===== src/rtl/asicle_pkg.sv =====
// Shared types for the word board: per-letter score colours and the scorer FSM states.
package asicle_pkg;

  typedef enum logic [1:0] {
    BLANK  = 2'd0,
    GREY   = 2'd1,
    YELLOW = 2'd2,
    GREEN  = 2'd3
  } color_t;

  typedef enum logic [1:0] {
    ST_IDLE,
    ST_GREEN,
    ST_YELLOW,
    ST_DONE
  } state_t;

  // Index width that stays legal for a single-entry dimension.
  function automatic int idx_w(input int n);
    return (n > 1) ? $clog2(n) : 1;
  endfunction

endpackage


===== src/rtl/scored_board_if.sv =====
// Board write/read and scoring handshake bundle shared by the board and its driver.
interface scored_board_if
  import asicle_pkg::*;
#(
  parameter int WORD_LEN  = 5,
  parameter int NUM_WORDS = 7,
  parameter int LETTER_W  = 5
);
  localparam int WI = idx_w(NUM_WORDS);
  localparam int LI = idx_w(WORD_LEN);

  logic                  clear;
  logic [NUM_WORDS-1:0]  word_mask;
  logic [WORD_LEN-1:0]   letter_mask;
  logic [LETTER_W-1:0]   new_letter;
  logic [WI-1:0]         word_index;
  logic [LI-1:0]         letter_index;
  logic [LETTER_W-1:0]   letter;
  logic                  score_req;
  logic [WI-1:0]         score_row;
  logic                  score_busy;
  logic                  score_valid;
  logic [2*WORD_LEN-1:0] colors;

  modport master (
    output clear, word_mask, letter_mask, new_letter, word_index, letter_index,
           score_req, score_row,
    input  letter, score_busy, score_valid, colors
  );

  modport slave (
    input  clear, word_mask, letter_mask, new_letter, word_index, letter_index,
           score_req, score_row,
    output letter, score_busy, score_valid, colors
  );
endinterface


===== src/rtl/word_scorer.sv =====
// Scores a snapshotted guess against a snapshotted solution: one green pass, then one
// yellow/grey decision per position so duplicate letters consume solution letters in order.
module word_scorer
  import asicle_pkg::*;
#(
  parameter int WORD_LEN = 5,
  parameter int LETTER_W = 5
) (
  input  logic                                clk,
  input  logic                                rst,
  input  logic                                req,
  input  logic [WORD_LEN-1:0][LETTER_W-1:0]   guess_word,
  input  logic [WORD_LEN-1:0][LETTER_W-1:0]   sol_word,
  output logic                                busy,
  output logic                                valid,
  output logic [2*WORD_LEN-1:0]               colors
);
  localparam int IW = idx_w(WORD_LEN);

  state_t                              state;
  logic [WORD_LEN-1:0][LETTER_W-1:0]   guess, sol;
  logic [WORD_LEN-1:0]                 used, eq;
  logic [WORD_LEN-1:0][1:0]            col_w;
  logic [IW-1:0]                       idx, hit_j;
  logic [LETTER_W-1:0]                 cur;
  logic                                hit;

  // Blank guess letters never match, so they can never claim a solution letter.
  always_comb begin
    eq = '0;
    for (int i = 0; i < WORD_LEN; i++)
      eq[i] = (guess[i] == sol[i]) && (guess[i] != '0);
  end

  // Lowest unused solution position holding the current guess letter.
  always_comb begin
    cur   = guess[idx];
    hit   = 1'b0;
    hit_j = '0;
    for (int j = WORD_LEN - 1; j >= 0; j--) begin
      if (!used[j] && (sol[j] == cur)) begin
        hit   = 1'b1;
        hit_j = IW'(j);
      end
    end
  end

  always_ff @(posedge clk or posedge rst) begin
    if (rst) begin
      state  <= ST_IDLE;
      guess  <= '0;
      sol    <= '0;
      used   <= '0;
      col_w  <= '0;
      idx    <= '0;
      busy   <= 1'b0;
      valid  <= 1'b0;
      colors <= '0;
    end else begin
      valid <= 1'b0;
      case (state)
        ST_IDLE: begin
          if (req) begin
            guess <= guess_word;
            sol   <= sol_word;
            used  <= '0;
            col_w <= '0;
            idx   <= '0;
            busy  <= 1'b1;
            state <= ST_GREEN;
          end
        end
        ST_GREEN: begin
          for (int i = 0; i < WORD_LEN; i++)
            if (eq[i]) col_w[i] <= GREEN;
          used  <= eq;
          state <= ST_YELLOW;
        end
        ST_YELLOW: begin
          if (!eq[idx] && (cur != '0)) begin
            if (hit) begin
              used[hit_j] <= 1'b1;
              col_w[idx]  <= YELLOW;
            end else begin
              col_w[idx]  <= GREY;
            end
          end
          if (idx == IW'(WORD_LEN - 1)) state <= ST_DONE;
          else                          idx   <= idx + 1'b1;
        end
        ST_DONE: begin
          valid  <= 1'b1;
          colors <= col_w;
          busy   <= 1'b0;
          state  <= ST_IDLE;
        end
        default: state <= ST_IDLE;
      endcase
    end
  end

endmodule


===== src/rtl/scored_board.sv =====
// Letter board with masked multi-cell writes, a registered read port, and a scorer
// that grades any row against row 0.
module scored_board
  import asicle_pkg::*;
#(
  parameter int WORD_LEN  = 5,
  parameter int NUM_WORDS = 7,
  parameter int LETTER_W  = 5
) (
  input  logic           clk,
  input  logic           rst,
  scored_board_if.slave  bus
);
  typedef logic [WORD_LEN-1:0][LETTER_W-1:0] word_t;

  word_t [NUM_WORDS-1:0]  board;
  word_t                  guess_word;
  logic                   rd_ok, row_ok;
  logic                   busy_w, valid_w;
  logic [2*WORD_LEN-1:0]  colors_w;

  always_ff @(posedge clk or posedge rst) begin
    if (rst) begin
      board <= '0;
    end else if (bus.clear) begin
      board <= '0;
    end else begin
      for (int r = 0; r < NUM_WORDS; r++)
        for (int c = 0; c < WORD_LEN; c++)
          if (bus.word_mask[r] && bus.letter_mask[c]) board[r][c] <= bus.new_letter;
    end
  end

  always_comb begin
    rd_ok  = (int'(bus.word_index) < NUM_WORDS) && (int'(bus.letter_index) < WORD_LEN);
    row_ok = int'(bus.score_row) < NUM_WORDS;
    // A row past the board end grades as an all-blank guess.
    guess_word = row_ok ? board[bus.score_row] : '0;
  end

  always_ff @(posedge clk or posedge rst) begin
    if (rst)        bus.letter <= '0;
    else if (rd_ok) bus.letter <= board[bus.word_index][bus.letter_index];
    else            bus.letter <= '0;
  end

  word_scorer #(
    .WORD_LEN (WORD_LEN),
    .LETTER_W (LETTER_W)
  ) u_scorer (
    .clk        (clk),
    .rst        (rst),
    .req        (bus.score_req),
    .guess_word (guess_word),
    .sol_word   (board[0]),
    .busy       (busy_w),
    .valid      (valid_w),
    .colors     (colors_w)
  );

  assign bus.score_busy  = busy_w;
  assign bus.score_valid = valid_w;
  assign bus.colors      = colors_w;

endmodule


===== src/flat_wrapper.sv =====
// flat-port wrapper written by rule: the top's interface ports become plain ports
module scored_board_flat import asicle_pkg::*;
#(
  parameter int WORD_LEN  = 5,
  parameter int NUM_WORDS = 7,
  parameter int LETTER_W  = 5
)
  (clk, rst, bus_clear, bus_word_mask, bus_letter_mask, bus_new_letter, bus_word_index, bus_letter_index, bus_score_req, bus_score_row, bus_letter, bus_score_busy, bus_score_valid, bus_colors);
  scored_board_if #(.WORD_LEN(WORD_LEN), .NUM_WORDS(NUM_WORDS), .LETTER_W(LETTER_W)) bus_i ();
  input  logic clk;
  input  logic rst;
  input wire logic [$bits(bus_i.clear)-1:0] bus_clear;
  input wire logic [$bits(bus_i.word_mask)-1:0] bus_word_mask;
  input wire logic [$bits(bus_i.letter_mask)-1:0] bus_letter_mask;
  input wire logic [$bits(bus_i.new_letter)-1:0] bus_new_letter;
  input wire logic [$bits(bus_i.word_index)-1:0] bus_word_index;
  input wire logic [$bits(bus_i.letter_index)-1:0] bus_letter_index;
  input wire logic [$bits(bus_i.score_req)-1:0] bus_score_req;
  input wire logic [$bits(bus_i.score_row)-1:0] bus_score_row;
  output wire logic [$bits(bus_i.letter)-1:0] bus_letter;
  output wire logic [$bits(bus_i.score_busy)-1:0] bus_score_busy;
  output wire logic [$bits(bus_i.score_valid)-1:0] bus_score_valid;
  output wire logic [$bits(bus_i.colors)-1:0] bus_colors;
  assign bus_i.clear = bus_clear;
  assign bus_i.word_mask = bus_word_mask;
  assign bus_i.letter_mask = bus_letter_mask;
  assign bus_i.new_letter = bus_new_letter;
  assign bus_i.word_index = bus_word_index;
  assign bus_i.letter_index = bus_letter_index;
  assign bus_i.score_req = bus_score_req;
  assign bus_i.score_row = bus_score_row;
  assign bus_letter = bus_i.letter;
  assign bus_score_busy = bus_i.score_busy;
  assign bus_score_valid = bus_i.score_valid;
  assign bus_colors = bus_i.colors;
  scored_board #(.WORD_LEN(WORD_LEN), .NUM_WORDS(NUM_WORDS), .LETTER_W(LETTER_W)) u_core (.clk(clk), .rst(rst), .bus(bus_i));
endmodule

===== config.mk =====
export PLATFORM = sky130hd
export DESIGN_NAME = scored_board_flat
export DESIGN_NICKNAME = d
export VERILOG_FILES = /design/src/rtl/asicle_pkg.sv /design/src/rtl/scored_board_if.sv /design/src/rtl/word_scorer.sv /design/src/rtl/scored_board.sv /design/src/flat_wrapper.sv
export SDC_FILE = /design/constraint.sdc
export NUM_CORES = 1
export LEC_CHECK = 0
export ABC_AREA = 0
export BUFFER_PORTS_ARGS = -buffer_cell sky130_fd_sc_hd__buf_2
export CAP_MARGIN = 10
export CORE_ASPECT_RATIO = 0.75
export CORE_UTILIZATION = 25
export CTS_CLUSTER_DIAMETER = 60
export DETAILED_ROUTE_END_ITERATION = 12
export HOLD_SLACK_MARGIN = 0.03
export PLACE_DENSITY = 0.48
export SETUP_SLACK_MARGIN = 0.4
export SLEW_MARGIN = 20
export SYNTH_ARGS = -nofsm -noshare
export SYNTH_HDL_FRONTEND = slang
export SYNTH_SLANG_ARGS = --single-unit

===== constraint.sdc =====
create_clock -name clk -period 21 [get_ports clk]
set_clock_uncertainty 0.05 [all_clocks]
set_input_delay 3.15 -clock clk [delete_from_list [all_inputs] [get_ports clk]]
set_output_delay 3.15 -clock clk [all_outputs]
set_load 0.02 [all_outputs]

==> results.toml, run 1 <==
[clocking]
ctsRootBufferMaster = "clkbuf_16"
hold_buffers = 0
clkTransAtPathRegs_ns = 0.06
cts_setup_buffers = 0
clockBufferDepth = 3
ctsResizeCount = 0
cts_tree = "done"
clk_latency_ns = 0.55
ctsHtreeMaxLevel = 2
clkSinkCount = 262
cts-buffers-inserted = 34

[pwr]
peakVddDrop_uv = 52.2
p_leak_uw = 0.00693
power.density_nw_per_um2 = 112
total_power_uw = 1870

[floorplan]
rows = 76
io_pins = 47
fp.dieArea_um2 = 60400
die_x_um = 283
start_util = 0.256
core_um2 = 58100
die_h_um = 213

[final_layout]
nFillCells = 6043
insertedDiodeCount = 0
multiInputGateArea_um2 = 7690
drive_gt1_frac = 0.144
finalNonFillerCells = 2353
final_area_um2 = 16700
final_nets = 1587
areaGrowthSynthToFinish_pct = 12.6
regArea_um2 = 6560

[global_routing]
grt_pass1_wl_um = 78500
gr-usage-met1 = 0.252
grt_pass1_vias = 12000
grt_busiest_layer = "met1"
grtUsageTotal = 0.169
met3_usage = 0.0269
antenna_found_initial = 2
grt_max_degree = 94
grt_overflow_total = 0
grt_util_met2 = 0.251

[yosys]
synth.cell_area_um2 = 14900
ys_types = 61
ys_ff_latch = 262
synth_area_per_cell_um2 = 9.26
yosysSeqAreaShare = 0.441
synth_common_cells = "nand2_1, dfrtp_1, a21oi_1"
synthArstFlopShare = 1.00
synth_flop_cell = "dfrtp_1"
synth.largest_area_cell = "dfrtp_1"
synth_cells = 1604
synth_area_leaders = "dfrtp_1, mux4_2, nand2_1"
synth_most_common_cell = "nand2_1"
syn_nets = 1640
yosysWarningCount = 0
synth-edff-count = 0
synth_top_area_frac = 0.441

[timing]
finalCriticalPeriod_ns = 4.88
setup_viol = 0
rsz0062_at_grt = "no"
slew_headroom = 0.277
worst_pin_slew_ns = 1.07
maxSlewViolCount = 0
period_share = 0.233
hold_viol_final = 0
max_freq_ghz = 0.205
finalSetupTns_ns = 0

[status]
outcome = "completed"

[hold_path]
hold_end = "u_core.u_scorer.colors[1]"
min_path_cells = 1
holdCritPathClass = "reg -> reg"
holdCritStartpoint = "u_core.u_scorer.colors[1]"

[placed_design]
gp_congestion = 0.859
post_dp_cell_area_um2 = 15600
hpwlAfterDp_um = 33700
io_buffers = 46
dp_cells = 2295

[setup_path]
reg2reg_to = "u_core.u_scorer.used[0]"
path_cells = "buf_2 -> buf_4 -> nor2b_4 -> nand2_1 -> o21ai_0 -> mux4_2 -> mux2i_1 -> o21ai_0"
timing.rr.start = "u_core.u_scorer.idx[1]"
critPathArrivalTime_ns = 5.28
cp-end-kind = "register"
cpMostUsedCell = "o21ai_0"
crit_path_max_incr_delay_ns = 0.69
worstSetupPathType = "in -> reg"
critPathMaxFanout = 51
r2r_slack_ns = 16.97
ff2ff_path_depth = 8
crit_slowest_cell = "nor2b_4"
required_ns = 21.39
start_kind = "input pin"

[detailed_routing]
dr.pass1.iters = 5
drc_errors = 0
vias_per_cell = 5.35
drt-initial-drc-count = 1174
dr_total_vias = 12600
ant_nets = 0
wl_per_cell_um = 21.6
drt-total-wl_um = 50800

[run]
maxCapViolations = 0
==> kinds of logic (layout without fill, tap and decap cells) <==
family / after synthesis / in the layout / synth area share
buffers and inverters: 161 / 130 / 0.0419
muxes: 169 / 169 / 0.168
AOI/OAI and AO/OA: 371 / 371 / 0.141
xor gates and xnor gates: 31 / 31 / 0.0183
DFF: 262 / 262 / 0.441
adders and majority gates: 6 / 6 / 0.00505
and+or+nand+nor: 604 / 604 / 0.184
==> routing by layer <==
| metal | routed length (um) | part of all wire | vias to the layer above |
|---|---|---|---|
| li1 | - | - | 5652 |
| met1 | 24600 | 0.48 | 6478 |
| met2 | 22200 | 0.44 | 405 |
| met3 | 3000 | 0.059 | 62 |
| met4 | 1050 | 0.021 | 0 |
| met5 | 0 | 0 | - |
==> sequential cells by signal, indices dropped and copies added (netlist names), 3 cells and up <==
| register | flops |
|---|---|
| u_core.board | 175 |
| u_core.u_scorer.guess | 25 |
| u_core.u_scorer.sol | 25 |
| u_core.u_scorer.col_w | 10 |
| u_core.u_scorer.colors | 10 |
| u_core.bus.letter | 5 |
| u_core.u_scorer.used | 5 |
| u_core.u_scorer.idx | 3 |
==> through the flow <==
| stage | setup WS, ns | util | hold WS, ns |
|---|---|---|---|
| after global routing | 15.86 | 0.288 | 0.478 |
| after global placement | 15.33 | 0.268 | 0.443 |
| after CTS | 15.77 | 0.288 | 0.464 |
| final | 16.12 | 0.288 | 0.459 |
| after floorplan | 10.59 | - | 0.429 |
| after detailed placement | 15.20 | 0.268 | 0.447 |
==> power breakdown <==
part           leakage (uW)  switching [uW]  internal (uW)  total [uW]
sequential          0.00355            96.8            576         673
combinational       0.00284             370            237         607
clock              0.000538             243            351         595
==> critical path: cells and delay by family <==
family	cells	cell delay [ns]
mux	2	0.31
compound gates	2	0.28
buf+inv	2	0.67
simple gates	2	0.80
==> how the worst max path moves through the flow <==
stage | start | endpoint | slack [ns]
after CTS | bus_word_index[0] | u_core.bus.letter[3] | 15.77
final | bus_word_index[0] | u_core.bus.letter[3] | 16.12
after floorplan | rst | u_core.board[0] | 10.59
after global placement | bus_word_index[0] | u_core.bus.letter[3] | 15.33
after global routing | bus_word_index[0] | u_core.bus.letter[3] | 15.86
after detailed placement | bus_word_index[0] | u_core.bus.letter[3] | 15.20
==> area by class of cell <==
cell class | instances | share of cell area
clock buffers | 46 | 0.0578
flip-flops and latches | 262 | 0.392
well taps | 780 | 0.0584
inverters | 13 | 0.00337
multi-input cells | 1181 | 0.460
repair buffers | 59 | 0.0198
clock inverters | 12 | 0.00883
==> cells in the final DEF, fill, tap and decap left out, types with 4 or more instances in the layout <==
cell type	count
o21ai_0	111
inv_1	11
nand2_1	306
mux4_2	60
nand3_1	185
nand4_1	4
clkbuf_16	35
xnor2_1	14
mux2_2	38
or4_1	4
nor3_1	11
clkbuf_8	5
nand3b_1	7
a21oi_1	186
a221o_1	4
buf_2	45
o21a_1	4
inv_8	4
nor2b_1	7
clkbuf_1	6
nor2_1	36
buf_4	14
nor4_1	8
a22o_1	5
o211ai_1	27
mux2i_1	70
xor2_1	17
or3_1	12
and2_1	6
ha_1	6
dfrtp_1	262
(Power assumes the default switching activity.)
==> run 2: changes to the inputs <==
- PLACE_DENSITY: 0.48 -> 0.49
- clock period: 21 -> 4.4 ns (I/O delays scaled with it)
==> results.toml, run 2 (same netlist as run 1, synthesis figures left out) <==
[status]
outcome = "completed"

[clocking]
cts_setup_buffers = 0
clkTransAtPathRegs_ns = 0.06
cts_tree = "done"
clockBufferDepth = 3
clkSinkCount = 262
cts-buffers-inserted = 36
clk_latency_ns = 0.56
ctsHtreeMaxLevel = 2
ctsResizeCount = 0
ctsRootBufferMaster = "clkbuf_16"
hold_buffers = 0

[floorplan]
die_h_um = 213
start_util = 0.256
rows = 76
fp.dieArea_um2 = 60400
die_x_um = 283
core_um2 = 58100
io_pins = 47

[global_routing]
grtUsageTotal = 0.170
grt_pass1_wl_um = 79100
grt_max_degree = 95
grt_pass1_vias = 12300
antenna_found_initial = 1
grt_overflow_total = 0

[final_layout]
final_cell_mix = "nand2_1, dfrtp_1, a21oi_1"
final_nets = 1594
biggestRegsByFlops = "u_core.board: 175 flops, u_core.u_scorer.guess: 25 flops, u_core.u_scorer.sol: 25 flops"
regMostFlops = "u_core.board"
drive_gt1_frac = 0.152
final_common_cell = "nand2_1"
areaGrowthSynthToFinish_pct = 14.3
insertedDiodeCount = 0
largest_reg_flops = 175

[pwr]
p_leak_uw = 0.00705
power.density_nw_per_um2 = 550
peakVddDrop_uv = 239
internal_power_uw = 5900
clock_power_share = 0.343
p_seq_frac = 0.346
combPwrFrac = 0.311
switchingPower_uw = 3440
swShare = 0.368

[timing]
maxSlewViolCount = 0
fin_ws_ns = 0.636
finalCriticalPeriod_ns = 3.76
period_share = 0.856
hold_viol_final = 0
worst_hold_slack_ns = 0.233
max_freq_ghz = 0.266
worst_pin_slew_ns = 1.06
rsz0062_at_grt = "no"
slew_headroom = 0.294
setup_viol = 0
finalSetupTns_ns = 0

[setup_path]
reg2reg_to = "u_core.u_scorer.used[1]"
critPathMaxFanout = 11
ff2ff_path_depth = 9
timing.rr.start = "u_core.u_scorer.idx[1]"
start_kind = "register"
critPathArrivalTime_ns = 4.14
r2r_slack_ns = 0.64
required_ns = 4.78
cp-end-kind = "register"
worstSetupPathType = "reg -> reg"

[detailed_routing]
drt-initial-drc-count = 1242
dr_total_vias = 12700
drt-total-wl_um = 50900
vias_per_cell = 5.38
ant_nets = 0
drc_errors = 0
dr.pass1.iters = 5
wl_per_cell_um = 21.5

[placed_design]
gp_congestion = 0.889
hpwlAfterDp_um = 34200
dp_slack_ns = 0.724
io_buffers = 46

[hold_path]
holdCritPathClass = "in -> async"

[run]
maxCapViolations = 0
[run 2: changes by cell type in the layout (fill, tap and decap cells not counted), sizes merged]
cell and change:
bufinv +5, clkbuf -4, buf +5, clkinv +5
clkinvlp +2, inv -1
[run 2: metrics by stage]
step	cell area [um^2]	total power [uW]	util	cells
floorplan	14900	5280	-	1604
global placement	15700	6080	0.270	2300
detailed placement	15700	6140	0.270	2300
CTS	17000	9390	0.292	2365
global route	17000	9870	0.292	2365
finish	17000	9340	0.292	2365
[run 2: worst max-delay path by stage]
stage	end	cells past startpoint	slack, ns	from
finish	u_core.u_scorer.used[1]	9	0.64	u_core.u_scorer.idx[1]
global placement	u_core.u_scorer.col_w[2]	9	0.88	u_core.u_scorer.idx[1]
global route	u_core.u_scorer.col_w[2]	9	0.49	u_core.u_scorer.idx[1]
CTS	u_core.u_scorer.used[1]	9	0.72	u_core.u_scorer.idx[1]
floorplan	u_core.board[0]	1	0.23	rst
detailed placement	u_core.u_scorer.col_w[9]	9	0.72	u_core.u_scorer.idx[1]
[run 2: critical path, cell delays in order (launching register included)]
cell,delay (ns)
dfrtp_1,0.60
buf_4,0.26
mux2_2,0.35
a32o_1,0.21
a21oi_1,0.60
xnor2_1,0.15
or4_1,0.59
nand3b_1,0.32
o311ai_0,0.24
o22a_1,0.28
[run 2: metal layers]
layer,track usage,up-vias,share of wire
met4,0.0488,0,0.020
met2,0.251,503,0.43
li1,-,5659,-
met5,0,-,0
met3,0.0297,69,0.073
met1,0.252,6484,0.47
[run 2: power groups by stage]
stage	sequential (uW)	clock [uW]	combinational, uW
floorplan	3080	0	2200
global placement	3250	0	2830
detailed placement	3260	0	2880
CTS	3220	3280	2890
global route	3280	3380	3220
finish	3230	3210	2900
[run 2: area by class of cell]
cell class,instances,area (um^2)
clock buffers,42,965
repair buffers,64,418
fillers,6052,41100
multi-input cells,1181,7680
flip-flops and latches,262,6560
inverters,13,52.6
well taps,780,976
clock inverters,23,328
